## config.mk

```make
export PLATFORM = sky130hd
export DESIGN_NAME = ieee_to_flopoco_7_7
export DESIGN_NICKNAME = d
export VERILOG_FILES = /design/src/rtl/ieee_to_flopoco_7_7.sv
export SDC_FILE = /design/constraint.sdc
export NUM_CORES = 1
export LEC_CHECK = 0
export BUFFER_PORTS_ARGS = -buffer_cell sky130_fd_sc_hd__buf_4
export CAP_MARGIN = 20
export CORE_UTILIZATION = 55
export CTS_CLUSTER_SIZE = 25
export DETAILED_ROUTE_END_ITERATION = 10
export GPL_TIMING_DRIVEN = 0
export PLACE_DENSITY = 0.83
export REMOVE_ABC_BUFFERS = 1
export SKIP_LAST_GASP = 1
export SLEW_MARGIN = 20
export SYNTH_ARGS = -nofsm -noshare
export SYNTH_HDL_FRONTEND = slang
export SYNTH_SLANG_ARGS = --single-unit
```

## constraint.sdc

```tcl
create_clock -name clk -period 5.3 [get_ports clk]
set_input_delay 1.06 -clock clk [delete_from_list [all_inputs] [get_ports clk]]
set_output_delay 1.06 -clock clk [all_outputs]
set_load 0.05 [all_outputs]
```

## src/rtl/ieee_to_flopoco_7_7.sv

```systemverilog
// ieee_to_flopoco_7_7
//   Converts a 15-bit IEEE-style float (sign, 7-bit exponent with bias 63,
//   7-bit fraction) into the 17-bit FloPoCo (7,7) word used by the FloPoCo
//   cores. The FloPoCo exception field is {00 zero, 01 normal, 10 inf, 11 nan}.
//   Subnormal inputs are flushed to signed zero.
//   Two-stage valid/ready pipeline with full backpressure:
//     stage 1 holds the raw fields plus their class,
//     stage 2 holds the packed FloPoCo word (drives out_data).
//
// Ports
//   clk, rst             clock, asynchronous active-high reset
//   in_valid/in_ready    input handshake, in_data = {sign, exp[6:0], frac[6:0]}
//   out_valid/out_ready  output handshake, out_data = {exc[1:0], sign, exp, frac}
//   cnt_clear            synchronous clear of both event counters
//   flush_cnt            saturating count of subnormals flushed to zero
//   nan_cnt              saturating count of NaN inputs
module ieee_to_flopoco_7_7 #(
  parameter int ID    = 1,
  parameter int CNT_W = 16
) (
  input  logic             clk,
  input  logic             rst,
  input  logic             in_valid,
  output logic             in_ready,
  input  logic [14:0]      in_data,
  output logic             out_valid,
  input  logic             out_ready,
  output logic [16:0]      out_data,
  input  logic             cnt_clear,
  output logic [CNT_W-1:0] flush_cnt,
  output logic [CNT_W-1:0] nan_cnt
);

  typedef enum logic [2:0] {
    CL_ZERO,
    CL_SUB,
    CL_NORM,
    CL_INF,
    CL_NAN
  } class_t;

  // ID only tags the instance; it has no functional effect.
  logic unused_id;
  assign unused_id = (ID != 0);

  logic       in_sign;
  logic [6:0] in_exp;
  logic [6:0] in_frac;
  class_t     in_class;

  logic       s1_valid;
  logic       s1_sign;
  logic [6:0] s1_exp;
  logic [6:0] s1_frac;
  class_t     s1_class;

  logic       s2_valid;

  logic       s1_load;
  logic       s2_load;
  logic       s1_move;

  logic [1:0] pack_exc;
  logic [6:0] pack_exp;
  logic [6:0] pack_frac;

  assign in_sign = in_data[14];
  assign in_exp  = in_data[13:7];
  assign in_frac = in_data[6:0];

  always_comb begin
    in_class = CL_NORM;
    if (in_exp == 7'd0) begin
      in_class = (in_frac == 7'd0) ? CL_ZERO : CL_SUB;
    end else if (in_exp == 7'h7f) begin
      in_class = (in_frac == 7'd0) ? CL_INF : CL_NAN;
    end
  end

  // Stage 2 frees up when empty or draining; stage 1 frees up when empty or
  // when its word moves on. in_ready depends only on state and out_ready.
  assign s2_load  = !s2_valid || out_ready;
  assign s1_load  = !s1_valid || s2_load;
  assign in_ready = s1_load;
  assign out_valid = s2_valid;

  // A word is counted exactly once: on the cycle it leaves stage 1.
  assign s1_move = s1_valid && s2_load;

  always_comb begin
    pack_exc  = 2'b01;
    pack_exp  = s1_exp;
    pack_frac = s1_frac;
    case (s1_class)
      CL_ZERO, CL_SUB: begin
        pack_exc  = 2'b00;
        pack_exp  = 7'd0;
        pack_frac = 7'd0;
      end
      CL_INF: begin
        pack_exc  = 2'b10;
        pack_exp  = 7'd0;
        pack_frac = 7'd0;
      end
      CL_NAN: begin
        pack_exc  = 2'b11;
        pack_exp  = 7'd0;
        pack_frac = 7'd0;
      end
      default: begin
        pack_exc  = 2'b01;
        pack_exp  = s1_exp;
        pack_frac = s1_frac;
      end
    endcase
  end

  always_ff @(posedge clk or posedge rst) begin
    if (rst) begin
      s1_valid <= 1'b0;
      s1_sign  <= 1'b0;
      s1_exp   <= 7'd0;
      s1_frac  <= 7'd0;
      s1_class <= CL_ZERO;
    end else if (s1_load) begin
      s1_valid <= in_valid;
      if (in_valid) begin
        s1_sign  <= in_sign;
        s1_exp   <= in_exp;
        s1_frac  <= in_frac;
        s1_class <= in_class;
      end
    end
  end

  always_ff @(posedge clk or posedge rst) begin
    if (rst) begin
      s2_valid <= 1'b0;
      out_data <= 17'd0;
    end else if (s2_load) begin
      s2_valid <= s1_valid;
      if (s1_valid) begin
        out_data <= {pack_exc, s1_sign, pack_exp, pack_frac};
      end
    end
  end

  // Clear wins over a same-cycle increment; both counters stick at all-ones.
  always_ff @(posedge clk or posedge rst) begin
    if (rst) begin
      flush_cnt <= '0;
      nan_cnt   <= '0;
    end else if (cnt_clear) begin
      flush_cnt <= '0;
      nan_cnt   <= '0;
    end else if (s1_move) begin
      if (s1_class == CL_SUB && flush_cnt != '1) begin
        flush_cnt <= flush_cnt + CNT_W'(1);
      end
      if (s1_class == CL_NAN && nan_cnt != '1) begin
        nan_cnt <= nan_cnt + CNT_W'(1);
      end
    end
  end

endmodule

```

## After elaboration in Yosys (flattened, before gate mapping)

Index checks and enable logic that the tools add are counted.

| storage, ports and cells | value |
|---|---|
| input bits | 20 |
| word-level logic and storage cells | 49 |
| register bits | 69 |
| output and inout port bits | 51 |

| cells by class | value |
|---|---|
| equal/unequal tests | 6 |
| muxes and demuxes | 13 |
| add/sub/neg operators | 2 |
| reductions and logical operators | 19 |

Operator list:

| cell | number |
|---|---|
| $mux 16 | 6 |
| $add 16x1->16 const B | 2 |
| $ne 16x16->1 const B | 2 |
| $logic_not 7->1 | 2 |
| $mux 7 | 2 |
| $mux 3 | 3 |
| $reduce_and 2->1 | 4 |
| $eq 7x7->1 const B | 1 |
| $pmux 2 s3 | 1 |
| $reduce_bool 2->1 | 3 |
| $reduce_or 4->1 | 1 |
| $eq 3x1->1 const B | 1 |
| $eq 3x2->1 const B | 1 |
| $eq 3x3->1 const B | 1 |
| $logic_and 1x1->1 | 3 |
| $logic_not 3->1 | 1 |
| $logic_not 1->1 | 2 |
| $logic_or 1x1->1 | 2 |
| $reduce_or 2->1 | 1 |
| $mux 1 | 1 |

## Longest topological paths before layout

| depth | value |
|---|---|
| depth after elaboration | 5 |
| depth in mapped cells | 6 |

## Least setup slack after synthesis

Ideal clock, no wire load.

| path | value |
|---|---|
| kind | input to output |
| from | input out_ready |
| to | output in_ready |
| path buffers | 0 |
| slack | 2.691 ns |
| arrival | 1.549 ns |
| cell stages on the path | 1 |
| cells stage by stage | nand3b_1 |

| between the ends | value |
|---|---|
| longest elaborated chain between the ends | 2 |

Ends and longest elaborated chain:

| item | RTL line | RTL |
|---|---|---|
| from (decl) | 27 | `input logic out_ready,` |
| $logic_or 1x1->1 | 82 | `assign s2_load = !s2_valid \|\| out_ready;` |
| $logic_or 1x1->1 | 83 | `assign s1_load = !s1_valid \|\| s2_load;` |
| to (decl) | 24 | `output logic in_ready,` |

No other way between the ends.

## Worst setup path in the final report

| path | value |
|---|---|
| from | input out_ready |
| to | register out_data[7] |

| between the ends | value |
|---|---|
| longest elaborated chain between the ends | 2 |

Ends and longest elaborated chain:

| item | RTL line | RTL |
|---|---|---|
| $logic_or 1x1->1 | 82 |  |
| $reduce_and 2->1 (no line) | -- |  |
| to (signal assigned) | 143 | `out_data <= {pack_exc, s1_sign, pack_exp, pack_frac};` |
| to (decl) | 28 | `output logic [16:0] out_data,` |

No other way between the ends.
A chain may end at the register's enable or synchronous reset.

==> metrics.md <==
| Metric | Value |
|---|---|
| CTS sink cnt | 69 |
| Synth top area share | 0.502 |
| Critical path launch point type | input pin |
| Crit path max-delay family | simple AND/OR/NAND/NOR gates |
| Row count | 28 |
| First-pass iteration count of the detailed router | 4 |
| R2R setup slack | 2790 ps |
| Reg-to-reg endpoint | out_data[7] |
| Worst r2r src | out_valid |
| Synth Flop Type | dfrtp_1 |
| Area after DPL | 4020 sq um |
| Yosys top cell by area | dfrtp_1 |
| Post-synth top cells | dfrtp_1, mux2_2, nand2_1 |
| GR Util All Layers | 0.252 |
| Fillers | 455 |
| Hold Path Cell Cnt | 1 |
| CP bufs+invs | 1 |
| Worst hold endpoint | out_data[6] |
| Core ar. | 5990 sq um |
| Hold Buf Count CTS | 0 |
| RSZ-0062 raised after global routing | no |
| Most frequent cell after synthesis | dfrtp_1 |
| Vias per inst | 6.01 |
| Vias | 2802 |
| Hold Path Origin | s1_frac[6] |
| Total wire length | 7.61 mm |
| Syn. warnings | 0 |
| H-tree depth | 3 |
| Crit Path Max Fanout | 19 |
| Final Slew Violations | 0 |
| CP cell instances | buf_4 > nand2b_1 > nand2_1 > nor2_1 > a22o_1 |
| Nets | 408 |
| Area grow syn2layout | 23.0% |
| Vias in the first global route | 2679 |
| CTS max path bufs | 2 |
| Routed length per instance | 16.3 um |
| Period Utilization, post-route | 0.557 |
| CTS tree | yes |
| Antenna diode count | 0 |
| Slew margin rel. | 0.298 |
| Overflow after GRT | 0 |
| Max-Cap Viols | 0 |
| First-pass GRT wire length | 12.5 mm |
| Worst clock skew | 12.1 ps |
| Die Wd | 81.1 um |
| Seq cells post-synth | 69 |
| Data arrival time of the critical path | 3220 ps |
| R2R depth | 4 |
| Hold/Removal Path Class | reg2reg |
| TNS Setup | 0 ps |
| Synth area leaders | dfrtp_1, mux2_2, a22o_1, nor2b_1, mux2_1 |
| Slowest-stage cell, CP | nor2_1 |
| Mapped Cells | 319 |
| Post-CTS sizing | 0 |
| Critical path type | in2reg |
| Fin area | 4230 sq um |
| Fin crit period | 2950 ps |
| Status | complete, no violations |
| Post-route ant nets | 0 |
| CTS Buf Count | 9 |
| Iteration-0 DRC Markers | 200 |
| Tightest Pin Transition | 1050 ps |
| DPL Wire Length | 5.25 mm |
| Die area | 6570 sq um |
| Final Hold Viols | 0 |
| # port buffers | 70 |
| Count of cell types in the netlist | 42 |
| Share of layout cells above drive strength 1 | 0.312 |
| Seq/Total Area, Yosys | 0.502 |
| Postcts setup bufs | 0 |
| Max Fclk | 339 MHz |
| Number of synthesized flops with an enable pin | 0 |
| Max stage delay on crit path | 970 ps |
| DRC viols | 0 |
| Largest net degree at the start of global routing | 60 |
| Share of synthesized registers carrying an async set or reset | 1.00 |
| Initial core utilization | 0.574 |
| Clk slew on worst S/H paths | 70 ps |
| GP Congestion | 0.832 |
| PwrDens | 304 nW/um^2 |
| Lkg Pwr | 1.88 nW |
| # IOs | 71 |
| Worst setup EP type | flop |
| Clock root cell | clkbuf_8 |
| Clock Latency Late Sink | 340 ps |
| Die H | 81.1 um |
| Endpoints failing setup | 0 |
| Mapped Avg Cell Area | 10.8 sq um |
| Worst VDD drop | 275 uV |
| CP required | 5570 ps |
| Antenna violations before repair | 0 |
| Synthesized area | 3440 sq um |
==> power by group <==
part	internal, W	total, W	leakage, nW	switching (W)
Combinational	0.0000850	0.000243	0.881	0.000158
Sequential	0.000571	0.000601	0.900	0.0000296
Clock	0.000243	0.000442	0.102	0.000200
==> sequential cells by signal, summed over array words and instances, names as in the netlist, 3 cells and up <==
signal     flops
out_data      17
s1_frac        7
s1_exp         7
flush_cnt     16
nan_cnt       16
s1_class       3
==> cell families after synthesis <==
| kind of cell | after synthesis | share of synthesized area |
|---|---|---|
| mux | 34 | 0.110 |
| flops | 69 | 0.502 |
| fa+ha+maj | 2 | 0.00728 |
| compound gates | 54 | 0.109 |
| simple gates | 142 | 0.248 |
| buf+inv | 18 | 0.0237 |
==> layout by cell type, fill, tap and decap left out, types with 4 or more instances in the layout <==
cell type	netlist	final
a21oi_1	12	12
a22o_1	15	15
and2_1	4	4
and4_1	7	7
buf_4	0	70
clkbuf_8	0	11
dfrtp_1	69	69
mux2_1	8	8
mux2_2	23	23
nand2_1	22	22
nand3_1	11	11
nand4_1	14	14
nor2_1	21	21
nor2b_1	15	15
nor4_1	14	14
o21ai_0	11	11
o31ai_1	5	5
or3_1	5	5
or4_1	8	8
==> worst max-delay path by stage <==
| stage | startpoint | endpoint | depth (start not counted) | slack [ps] |
|---|---|---|---|---|
| floorplan | rst | flush_cnt[0] | 1 | 2500 |
| global placement | rst | nan_cnt[11] | 2 | 1650 |
| detailed placement | out_ready | out_data[2] | 5 | 1990 |
| CTS | out_ready | out_data[7] | 5 | 2330 |
| global route | out_ready | out_data[7] | 5 | 2160 |
| finish | out_ready | out_data[7] | 5 | 2350 |
==> final cells by class <==
cell class	count	area, sq um	area share
sequential	69	1730	0.409
clock inverter	5	58.8	0.0139
clock buffer	11	151	0.0358
tap	75	93.8	0.0222
timing repair buffer	71	553	0.131
multi-input combinational	232	1630	0.385
inverter	3	13.8	0.00326
==> worst reg2reg max path, stage by stage (launching register included) <==
cell,delay (ps)
dfrtp_1,400
nand2b_1,310
nand2_1,500
nor2_1,970
a22o_1,260
==> through the flow <==
| stage | hold slack [ps] | total power (W) | worst slack (ps) | std cells | util |
|---|---|---|---|---|---|
| global placement | 467 | 0.000845 | 1650 | 449 | 0.665 |
| global route | 511 | 0.00133 | 2160 | 466 | 0.706 |
| floorplan | 461 | 0.000765 | 2500 | 304 | - |
| detailed placement | 474 | 0.000854 | 1990 | 450 | 0.670 |
| CTS | 492 | 0.00129 | 2330 | 466 | 0.706 |
| finish | 491 | 0.00129 | 2350 | 466 | 0.706 |
==> routing by layer <==
layer  vias to the layer above  global-route usage  part of all wire  wire length, um
met3                         9              0.0472             0.046              353
met1                      1364               0.329              0.45             3430
li1                       1347                   -                 -                -
met2                        82               0.408              0.49             3710
met5                         -                   0                 0                0
met4                         0               0.109             0.015              114
No activity file was read; power rests on OpenSTA's default activity.
